### src/rtl/seg7_pkg.sv
// Shared types and constants for the seven-segment scan driver.
//   SEG_BLANK / AN_OFF : all-dark pin levels (active-low outputs)
//   disp_set_t         : one complete display configuration (shadow or active)
//   hex2seg            : hex nibble -> active-low gfedcba segment code
package seg7_pkg;

  localparam logic [6:0] SEG_BLANK = 7'h7F;
  localparam logic [7:0] AN_OFF    = 8'hFF;

  typedef struct packed {
    logic [31:0] value;
    logic [7:0]  dp_mask;
    logic [7:0]  digit_en;
    logic        blank_lz;
  } disp_set_t;

  localparam disp_set_t DISP_RESET = '{
    value:    32'h0,
    dp_mask:  8'h00,
    digit_en: 8'hFF,
    blank_lz: 1'b0
  };

  function automatic logic [6:0] hex2seg(input logic [3:0] nib);
    logic [6:0] s;
    case (nib)
      4'h0: s = 7'h40;
      4'h1: s = 7'h79;
      4'h2: s = 7'h24;
      4'h3: s = 7'h30;
      4'h4: s = 7'h19;
      4'h5: s = 7'h12;
      4'h6: s = 7'h02;
      4'h7: s = 7'h78;
      4'h8: s = 7'h00;
      4'h9: s = 7'h10;
      4'hA: s = 7'h08;
      4'hB: s = 7'h03;
      4'hC: s = 7'h46;
      4'hD: s = 7'h21;
      4'hE: s = 7'h06;
      default: s = 7'h0E;
    endcase
    return s;
  endfunction

endpackage

### src/rtl/seg7_decoder.sv
// Hex nibble to seven-segment decoder (purely combinational).
//   nib_i : hex digit to display
//   seg_o : active-low segments, bit0=a .. bit6=g
module seg7_decoder
  import seg7_pkg::*;
(
  input  logic [3:0] nib_i,
  output logic [6:0] seg_o
);

  assign seg_o = hex2seg(nib_i);

endmodule

### src/rtl/seg7_scan_driver.sv
// Time-multiplexed driver for an 8-digit common-anode seven-segment display.
// The CPU presents a word and pulses load_i; the value lands in a shadow set
// and is promoted to the active set only on a frame boundary, so a frame is
// never drawn from a half-updated value.
//   clk, rst     : clock, asynchronous active-high reset
//   value_i      : 8 hex nibbles, nibble k on digit k (digit 0 rightmost)
//   dp_mask_i    : decimal point enables per digit
//   digit_en_i   : per-digit enables (0 = dark)
//   blank_lz_i   : leading-zero blanking enable
//   load_i       : strobe capturing the four inputs above into the shadow set
//   seg, an, dp  : active-low display pins (registered)
//   frame_o      : one-cycle pulse after the active set is refreshed
module seg7_scan_driver
  import seg7_pkg::*;
#(
  parameter int REFRESH_DIV = 100_000,
  parameter int DEAD_CYC    = 16
) (
  input  logic        clk,
  input  logic        rst,
  input  logic [31:0] value_i,
  input  logic [7:0]  dp_mask_i,
  input  logic [7:0]  digit_en_i,
  input  logic        blank_lz_i,
  input  logic        load_i,
  output logic [6:0]  seg,
  output logic [7:0]  an,
  output logic        dp,
  output logic        frame_o
);

  localparam int CW = $clog2(REFRESH_DIV);
  localparam logic [CW-1:0] CYC_LAST = CW'(REFRESH_DIV - 1);
  localparam logic [CW-1:0] CYC_DEAD = CW'(DEAD_CYC);

  logic [CW-1:0] cyc_q, cyc_d;
  logic [2:0]    idx_q, idx_d;
  disp_set_t     shadow_q, shadow_d;
  disp_set_t     active_q, active_d;
  logic [6:0]    seg_q, seg_d;
  logic [7:0]    an_q, an_d;
  logic          dp_q, dp_d;
  logic          frame_q, frame_d;

  disp_set_t     load_set;
  logic          slot_end, frame_end;
  logic          upper_zero, lz_blank, lit;
  logic [3:0]    nibble;
  logic [6:0]    dec_seg;

  seg7_decoder u_dec (
    .nib_i (nibble),
    .seg_o (dec_seg)
  );

  always_comb begin
    load_set = '{
      value:    value_i,
      dp_mask:  dp_mask_i,
      digit_en: digit_en_i,
      blank_lz: blank_lz_i
    };

    slot_end  = (cyc_q == CYC_LAST);
    frame_end = slot_end && (idx_q == 3'd7);
    cyc_d     = slot_end ? '0 : cyc_q + CW'(1);
    idx_d     = slot_end ? idx_q + 3'd1 : idx_q;

    // Promoting shadow_d (not shadow_q) lets a load on the boundary cycle
    // reach the active set directly instead of waiting a whole frame.
    shadow_d  = load_i ? load_set : shadow_q;
    active_d  = frame_end ? shadow_d : active_q;
    frame_d   = frame_end;

    // A digit is a leading zero when it and every more-significant nibble
    // are zero; digit 0 is exempt so a zero value still shows "0".
    upper_zero = ((active_q.value >> {idx_q, 2'b00}) == 32'h0);
    lz_blank   = active_q.blank_lz && (idx_q != 3'd0) && upper_zero;
    lit        = (cyc_q >= CYC_DEAD) && active_q.digit_en[idx_q] && !lz_blank;
    nibble     = active_q.value[{idx_q, 2'b00} +: 4];

    an_d  = lit ? ~(8'b1 << idx_q) : AN_OFF;
    seg_d = lit ? dec_seg : SEG_BLANK;
    dp_d  = lit ? ~active_q.dp_mask[idx_q] : 1'b1;
  end

  always_ff @(posedge clk or posedge rst) begin
    if (rst) begin
      cyc_q    <= '0;
      idx_q    <= '0;
      shadow_q <= DISP_RESET;
      active_q <= DISP_RESET;
      seg_q    <= SEG_BLANK;
      an_q     <= AN_OFF;
      dp_q     <= 1'b1;
      frame_q  <= 1'b0;
    end else begin
      cyc_q    <= cyc_d;
      idx_q    <= idx_d;
      shadow_q <= shadow_d;
      active_q <= active_d;
      seg_q    <= seg_d;
      an_q     <= an_d;
      dp_q     <= dp_d;
      frame_q  <= frame_d;
    end
  end

  assign seg     = seg_q;
  assign an      = an_q;
  assign dp      = dp_q;
  assign frame_o = frame_q;

endmodule

### config.mk
export PLATFORM = sky130hd
export DESIGN_NAME = seg7_scan_driver
export DESIGN_NICKNAME = d
export VERILOG_FILES = /design/src/rtl/seg7_pkg.sv /design/src/rtl/seg7_decoder.sv /design/src/rtl/seg7_scan_driver.sv
export SDC_FILE = /design/constraint.sdc
export NUM_CORES = 1
export LEC_CHECK = 0
export CAP_MARGIN = 10
export CORE_UTILIZATION = 40
export DETAILED_ROUTE_END_ITERATION = 6
export HOLD_SLACK_MARGIN = 0.08
export PLACE_DENSITY = 0.6
export SYNTH_ARGS = -nofsm -noshare
export SYNTH_HDL_FRONTEND = slang
export SYNTH_SLANG_ARGS = --single-unit
### constraint.sdc
create_clock -name clk -period 4.5 [get_ports clk]
set_input_delay 0.9 -clock clk [delete_from_list [all_inputs] [get_ports clk]]
set_output_delay 0.9 -clock clk [all_outputs]
set_load 0.01 [all_outputs]
# Yosys cells after proc, flatten, opt, wreduce, memory -nomap -nowiden
# Memories as Yosys holds them, arrays and structs flattened.
# Cells that the tools add are included.
# classes
n_addsub,2
n_lt_le_gt_ge,2
n_eq_ne,2
shift,3
muxes,9
n_bitwise,2
n_reduce_logical,8
# ops
op,count
$mux 49,1
$logic_not 32->1,1
$shiftx 32x6->4,1
$shr 32x5->32,1
$add 17x1->17 const B,1
$eq 17x17->1 const B,1
$ge 17x5->1 const B,1
$mux 17,1
$mux 8,1
$not 8->8,1
$shl 1x3->8 const A,1
$mux 7,1
$bmux 1 s3,2
$logic_and 1x1->1,5
$lt 3x4->1 const B,1
$add 3x1->3 const B,1
$eq 3x3->1 const B,1
$mux 1,3
$reduce_bool 3->1,1
$logic_not 1->1,1
$not 1->1,1
# totals
regBits,135
mem_bits_ro,112
output_inout_bits,17
memories,1
# memory_table
memory,depth,word_bits,read_ports,rd_ports_with_merged_regs,write_ports,line_no,rtl
(name not given),16,7,1,0,0,seg7_pkg.sv:26,case (nib)

# Longest topological paths before layout
# Gate-level depths: netlist of run 1.
# logic_depth
ltp_word,6
depth_mapped,10
depth_no_buf,8

# Modules after synthesis
# From an unflattened synthesis of run 1, not the netlist that was laid out.
# hier_totals
cells_unflattened,468
hier_area_um2,6423.7
# modules_own_cells
mod,instances,cells_each,area_each_um2,seq_area_each_um2
seg7_scan_driver,1,436,6148.4,3418.3
seg7_decoder,1,32,275.3,0.0

# Worst setup path before layout of run 1
# Ideal clock, no wire load.
# synth_path
path_type,register to register
startpoint,reg idx_q[1]
endpoint,"reg seg_q[0], in the netlist seg[0]"
arrival_time_ns,2.501
path_slack_ns,1.935
stages_incl_launch_ff,10
n_path_buf,2
synth_period_minus_slack_ns,2.565
path_cell_list,dfrtp_1 > buf_6 > buf_2 > mux4_2 > mux2i_1 > ha_1 > and4b_1 > nand3_2 > o2bb2ai_4 > nand3_1
# synth_between
elab_chain_len,6
word_cells_on_any_way,13
# synth_lines
item,line_no,rtl
from (decl),seg7_scan_driver.sv:37,"logic [2:0] idx_q, idx_d;"
from (signal assigned),seg7_scan_driver.sv:99,idx_q <= idx_d;
branches (longest 5 deep; another with $mem_v2 16x7),--,
$mux 7 (*),seg7_scan_driver.sv:83,seg_d = lit ? dec_seg : SEG_BLANK;
net seg_d[0],seg7_scan_driver.sv:40,"logic [6:0] seg_q, seg_d;"
to (signal assigned),seg7_scan_driver.sv:102,seg_q <= seg_d;
to (decl),seg7_scan_driver.sv:40,
# Mark *: on every way through the listed nets, which the timed path passes. The select of a mux whose other input is x is not followed.
# A chain may end at the register's enable or synchronous reset.

# Worst setup path after layout of run 1
# Same ends and word-level chain as after synthesis.

==> summary.txt, run 1 <==
Root buf cell: clkbuf_16
Initial antenna violation count: 0
Largest net degree at the start of global routing: 77
Area of the multi-input gates: 2510 µm²
Hold Buf Count CTS: 0
Final WS setup: 1.55 ns
Hold crit path type: flip-flop to flip-flop
Num CTS Buffers: 17
Die area: 15700 µm²
Grt ovf: 0
Post-Place Worst Slack: 1.61 ns
Outcome: complete, but fails checks
Average wire per standard cell: 16.5 µm
CP Class: flip-flop to flip-flop
Num rows: 44
Ys async rst share: 100%
WHS Path Cells: 1
Syn avg cell area: 13.6 µm²
Worst R2R Path Depth: 8
Critical Path End Type: flip-flop
GRT Total Usage: 16.7%
Post-route ant nets: 0
Detailed placement HPWL: 8360 µm
Slew @ Worst Pin: 1.12 ns
Layout cells sized above 1: 34.6%
Worst Skew: 0.00499 ns
Fmax: 339 MHz
Sequential Area: 3420 µm²
Min-delay src: active_q[15]$_DFFE_PP0P_
Worst R2R End: seg[0]$_DFF_PP1_
Lkg Pwr: 0.00326 µW
Post-Synthesis Cell Area: 6090 µm²
Failing checks: design-rule violations
Distinct cell type count after synthesis: 43
Die Wd: 125 µm
Pins Over Slew Limit: 0
Fillers: 1258
Post-synthesis sequential area ratio: 56.2%
R2r setup slk: 1.55 ns
DRC: 5
CP max FO: 17
CTS tree: built
Critical path depth in cells: 8
Critical Path Slowest Stage Cell: dfrtp_1
Synth warn: 0
Placer congestion estimate: 0.911
Critical Path RT: 4.85 ns
Critical path buffer and inverter count: 1
I/O Buffers: 68
CP cell instances: buf_4 -> mux4_2 -> mux2i_1 -> ha_1 -> and4b_1 -> nand3_2 -> o2bb2ai_4 -> nand3_1
Die Span Y: 125 µm
R2r startpoint: idx_q[1]$_DFFE_PP0N_
Relative slew slack: 25.2%
Final min period: 2.95 ns
DRT iter0 DRCs: 304
Global-route wire length before repair: 20000 µm
# IOs: 69
Power density over the cells: 375 nW/µm²
Data arrival, critical path: 3.29 ns
Crit-path max cell delay: 0.64 ns
Final hold violation count: 0
Syn nets: 514
Post-synth EDFFs: 0
Total core area: 14700 µm²
Yosys reg bits: 135
Number of global-route vias before repair: 3901
Final Setup Violations: 0
Clock Pin Slew Worst Setup and Hold Paths: 0.06 ns
Router iterations before antenna repair: 6
Hold Path End: active_q[15]$_DFFE_PP0P_
Crit share post-route: 65.5%
Detailed Route WL: 11900 µm
Util after Layout: 51.4%
Worst path top cell family by delay: multiplexers
Area grow syn2layout: 24.2%
Post-CTS setup buffers: 0
Final net count: 587
Max Root-Sink Buffers: 2
Setup TNS: 0 ns
Dpl cell area: 6940 µm²
Primary FF master, synth: dfrtp_1
Skew-Pair Late Insertion Delay: 0.41 ns
Initial Util: 41.4%
Routed vias: 3696
Cts repair resizes: 0
RSZ-0062 raised after global routing: no
# Max-Cap Violations: 0
Inserted Diodes: 0
# clock sinks: 135
Post-route cell area: 7560 µm²
Syn Inst Count: 448
Via-to-Cell Ratio: 5.15
Startpoint Class: flip-flop
H-Tree Depth: 4
Maximum vdd drop: 0.285 mV
## sequential cells by signal (all words and copies together) (netlist names)
name      cells
cyc_q        17
dp            1
seg           7
frame_o       1
active_q     49
shadow_q     49
idx_q         3
an            8
## worst register-to-register path, stage by stage, from the launching register on
cell and delay (ns):
dfrtp_1 0.64, buf_4 0.33, mux4_2 0.36, mux2i_1 0.53, ha_1 0.30, and4b_1 0.22
nand3_2 0.15, o2bb2ai_4 0.22, nand3_1 0.13
## stage by stage
stage	hold slack, ns	power (µW)	std cells
after global routing	0.502	2950	718
after floorplan	0.452	1370	448
final	0.481	2830	718
after detailed placement	0.470	1440	686
after global placement	0.467	1440	686
after CTS	0.483	2870	718
## routing by layer
layer | part of all wire (%) | GRT usage (%)
met3 | 5.2 | 4.58
met2 | 49 | 27.5
met1 | 44 | 20.8
met4 | 1.8 | 6.60
met5 | 0 | 0
## cells in the mapped netlist, types with 2 or more instances
library cell | n | share of area, %
buf_1 | 4 | 0.25
xor2_1 | 7 | 1.0
a22oi_1 | 5 | 0.62
a211oi_1 | 3 | 0.37
nand3_1 | 13 | 1.1
nor4_1 | 7 | 0.72
xnor2_1 | 9 | 1.3
o21ai_0 | 9 | 0.74
nor2_1 | 24 | 1.5
o211ai_1 | 2 | 0.25
a21oi_1 | 8 | 0.66
mux4_2 | 12 | 4.4
nand2_1 | 26 | 1.6
dfstp_2 | 32 | 14
mux2i_1 | 7 | 1.2
buf_4 | 5 | 0.62
inv_1 | 8 | 0.49
dfrtp_1 | 103 | 42
ha_1 | 14 | 2.9
buf_2 | 5 | 0.41
nor2b_1 | 2 | 0.21
buf_6 | 2 | 0.37
mux2_2 | 92 | 17
clkbuf_1 | 5 | 0.31
mux2_1 | 7 | 1.3
and3_1 | 4 | 0.41
nor3_1 | 9 | 0.74
o22ai_1 | 2 | 0.21
nand4_1 | 8 | 0.82
## kinds of logic after synthesis
logic type / count (synthesis) / synth area share, %
flops: 135 / 56.2
mux: 119 / 24.2
simple gates: 98 / 7.79
compound gates: 35 / 4.15
buf+inv: 31 / 2.57
xor+xnor: 16 / 2.30
fa+ha+maj: 14 / 2.88
## worst max-delay path by stage
| stage | end | startpoint | slack, ns |
|---|---|---|---|
| finish | seg[0]$_DFF_PP1_ | idx_q[1]$_DFFE_PP0N_ | 1.55 |
| global route | seg[0]$_DFF_PP1_ | idx_q[1]$_DFFE_PP0N_ | 1.40 |
| CTS | seg[0]$_DFF_PP1_ | idx_q[1]$_DFFE_PP0N_ | 1.57 |
| detailed placement | seg[0]$_DFF_PP1_ | idx_q[1]$_DFFE_PP0N_ | 1.61 |
| global placement | seg[0]$_DFF_PP1_ | idx_q[1]$_DFFE_PP0N_ | 1.71 |
| floorplan | active_q[0]$_DFFE_PP0P_ | rst | 0.04 |
## cells in the final DEF (no fill, tap or decap), types with 3 or more instances in the layout
master / instances
dfrtp_1: 103
mux2_2: 92
clkdlybuf4s50_1: 67
dfstp_2: 32
nand2_1: 26
nor2_1: 24
clkbuf_16: 17
ha_1: 14
nand3_1: 13
mux4_2: 12
nor3_1: 9
o21ai_0: 9
xnor2_1: 9
nand4_1: 8
a21oi_1: 8
inv_1: 7
nor4_1: 7
mux2_1: 7
mux2i_1: 7
xor2_1: 7
buf_4: 6
a22oi_1: 5
and3_1: 4
clkinv_2: 4
a211oi_1: 3
clkinvlp_4: 3
bufinv_16: 3
clkbuf_8: 3
## power breakdown
part	leakage [µW]	total, µW	internal [µW]	switching [µW]
registers	0.00167	1270	1260	10.1
logic	0.00130	143	80.6	62.3
clock network	0.000298	1420	912	504
## area by class of cell
type                            instances  area share [%]
Clock inverter                         12            1.99
Tap cell                              184            3.05
Clock buffer                           20            6.17
Multi-Input combinational cell        282            33.3
Sequential cell                       135            45.2
Timing Repair Buffer                   75            9.80
Inverter                               10           0.530
(Power assumes the default switching activity.)
==> run 2, diff against run 1 <==
- PLACE_DENSITY: 0.6 -> 0.58
- clock period: 4.5 -> 2.92 ns (I/O delays scaled with it)
==> summary.txt, run 2 (synthesized netlist as in run 1, its figures left out) <==
DRC: 10 (+5)
Hold Buf Count CTS: 0 (unchanged)
Hold crit path type: flip-flop to flip-flop
Failing checks: design-rule violations
Fmax: 387 MHz (+14%)
Num CTS Buffers: 17 (unchanged)
Average wire per standard cell: 16.4 µm (-0.61%)
# clock sinks: 135 (unchanged)
Post-route ant nets: 0 (unchanged)
Detailed Route WL: 11800 µm (-0.34%)
Grt ovf: 0 (unchanged)
Initial Util: 41.4% (unchanged)
DRT iter0 DRCs: 206 (-32%)
Routed vias: 3754 (+1.6%)
Outcome: complete, but fails checks
Max Root-Sink Buffers: 2 (unchanged)
Setup TNS: 0 ns (unchanged)
GRT Total Usage: 16.7% (+0.081 points)
# Max-Cap Violations: 0 (unchanged)
Placer congestion estimate: 0.866 (-4.9%)
Startpoint Class: flip-flop
Final net count: 590 (+0.51%)
Most frequent cells in the layout: 103 x dfrtp_1, 92 x mux2_2, 67 x clkdlybuf4s50_1
Clock Pin Slew Worst Setup and Hold Paths: 0.06 ns (about the same)
Worst Skew: 0.00371 ns (-0.00128 ns)
Area grow syn2layout: 24.1% (about the same)
H-Tree Depth: 4 (unchanged)
Fillers: 1280 (+1.7%)
Detailed placement HPWL: 8100 µm (-3.0%)
Inserted Diodes: 0 (unchanged)
Global-route wire length before repair: 20300 µm (+1.7%)
Critical Path RT: 3.26 ns (-1.59 ns)
Die Wd: 125 µm (unchanged)
Slew @ Worst Pin: 0.696 ns (-0.427 ns)
Die Span Y: 125 µm (unchanged)
Largest regs: active_q x49, shadow_q x49, cyc_q x17
Num rows: 44 (unchanged)
Total core area: 14700 µm² (unchanged)
Maximum vdd drop: 0.366 mV (+29%)
Cts repair resizes: 0 (unchanged)
Hold_ws: 0.492 ns (+0.0114 ns)
Post-CTS setup buffers: 0 (unchanged)
Final min period: 2.59 ns (-0.363 ns)
I/O Buffers: 68 (unchanged)
Data arrival, critical path: 2.93 ns (-0.36 ns)
Commonest non-fill, non-tap cell in the layout: dfrtp_1
Pins Over Slew Limit: 0 (unchanged)
Final hold violation count: 0 (unchanged)
Relative slew slack: 53.6% (+28 points)
RSZ-0062 raised after global routing: no
CP max FO: 11 (-6)
Number of global-route vias before repair: 3966 (+1.7%)
Power density over the cells: 561 nW/µm² (+50%)
CP Class: flip-flop to flip-flop
Skew-Pair Late Insertion Delay: 0.41 ns (about the same)
Router iterations before antenna repair: 6 (unchanged)
Via-to-Cell Ratio: 5.21 (+1.3%)
Layout cells sized above 1: 34.3% (-0.32 points)
Root buf cell: clkbuf_16
Largest net degree at the start of global routing: 136 (+77%)
# IOs: 69 (unchanged)
Initial antenna violation count: 0 (unchanged)
Die area: 15700 µm² (unchanged)
CTS tree: built
Lkg Pwr: 0.00326 µW (about the same)
Critical Path End Type: flip-flop
Final Setup Violations: 0 (unchanged)
Crit share post-route: 88.5% (+23 points)
[run 2: cell types whose count changed in the layout (fill, tap and decap cells not counted)]
cell and delta:
inv_4 -1, bufinv_16 -1, clkinv_1 +1, clkinv_4 -1
buf_4 +2, clkinvlp_4 -1, clkbuf_1 +2, buf_12 +1
[run 2: final cells by class]
cell class,count,area (µm²),area share (%)
tap,184,230,3.05
multi-input combinational,282,2510,33.3
clock inverter,9,100,1.33
timing repair buffer,78,776,10.3
inverter,10,41.3,0.547
clock buffer,22,474,6.28
sequential,135,3420,45.3
[run 2: stage by stage]
step           utilization (%)  setup WS (ns)  cell area (µm²)  instances  total power, µW
4_1_cts                   51.4          0.317             7550        720             4310
6_report                  51.4          0.335             7550        720             4230
3_3_place_gp              47.5          0.480             6980        689             2210
2_1_floorplan                -          0.355             6090        448             2110
5_1_grt                   51.4          0.156             7550        720             4410
3_5_place_dp              47.5          0.326             6980        689             2220
[run 2: layer usage]
layer | GRT usage, % | part of all wire, %
met1 | 21.4 | 46
met2 | 26.7 | 48
met3 | 5.05 | 4.4
met4 | 6.46 | 1.9
met5 | 0 | 0
[run 2: final timing paths]
check | startpoint | endpoint | slack, ns | depth (start not counted)
setup / recovery | idx_q[1]$_DFFE_PP0N_ | seg[5]$_DFF_PP1_ | 0.33 | 7
hold / removal | active_q[11]$_DFFE_PP0P_ | active_q[11]$_DFFE_PP0P_ | 0.49 | 1
setup reg to reg | idx_q[1]$_DFFE_PP0N_ | seg[5]$_DFF_PP1_ | 0.33 | 7
hold reg to reg | active_q[11]$_DFFE_PP0P_ | active_q[11]$_DFFE_PP0P_ | 0.49 | 1
max in group asynchronous | rst | cyc_q[4]$_DFF_PP0_ | 1.67 | 3
min in group asynchronous | rst | shadow_q[9]$_DFF_PP0_ | 0.74 | 3
[run 2: report_power, final]
part	internal [µW]	switching [µW]	total (µW)
Sequential	1950	14.9	1960
Clock	1310	742	2050
Combinational	124	93.6	218
[run 2: worst max-delay path, stage by stage (launching register included)]
cell and delay, ns:
dfrtp_1 0.60, mux4_2 0.56, mux2i_1 0.35, ha_1 0.27, and4b_1 0.24, nand3_2 0.16
o2bb2ai_4 0.21, nand3_1 0.12
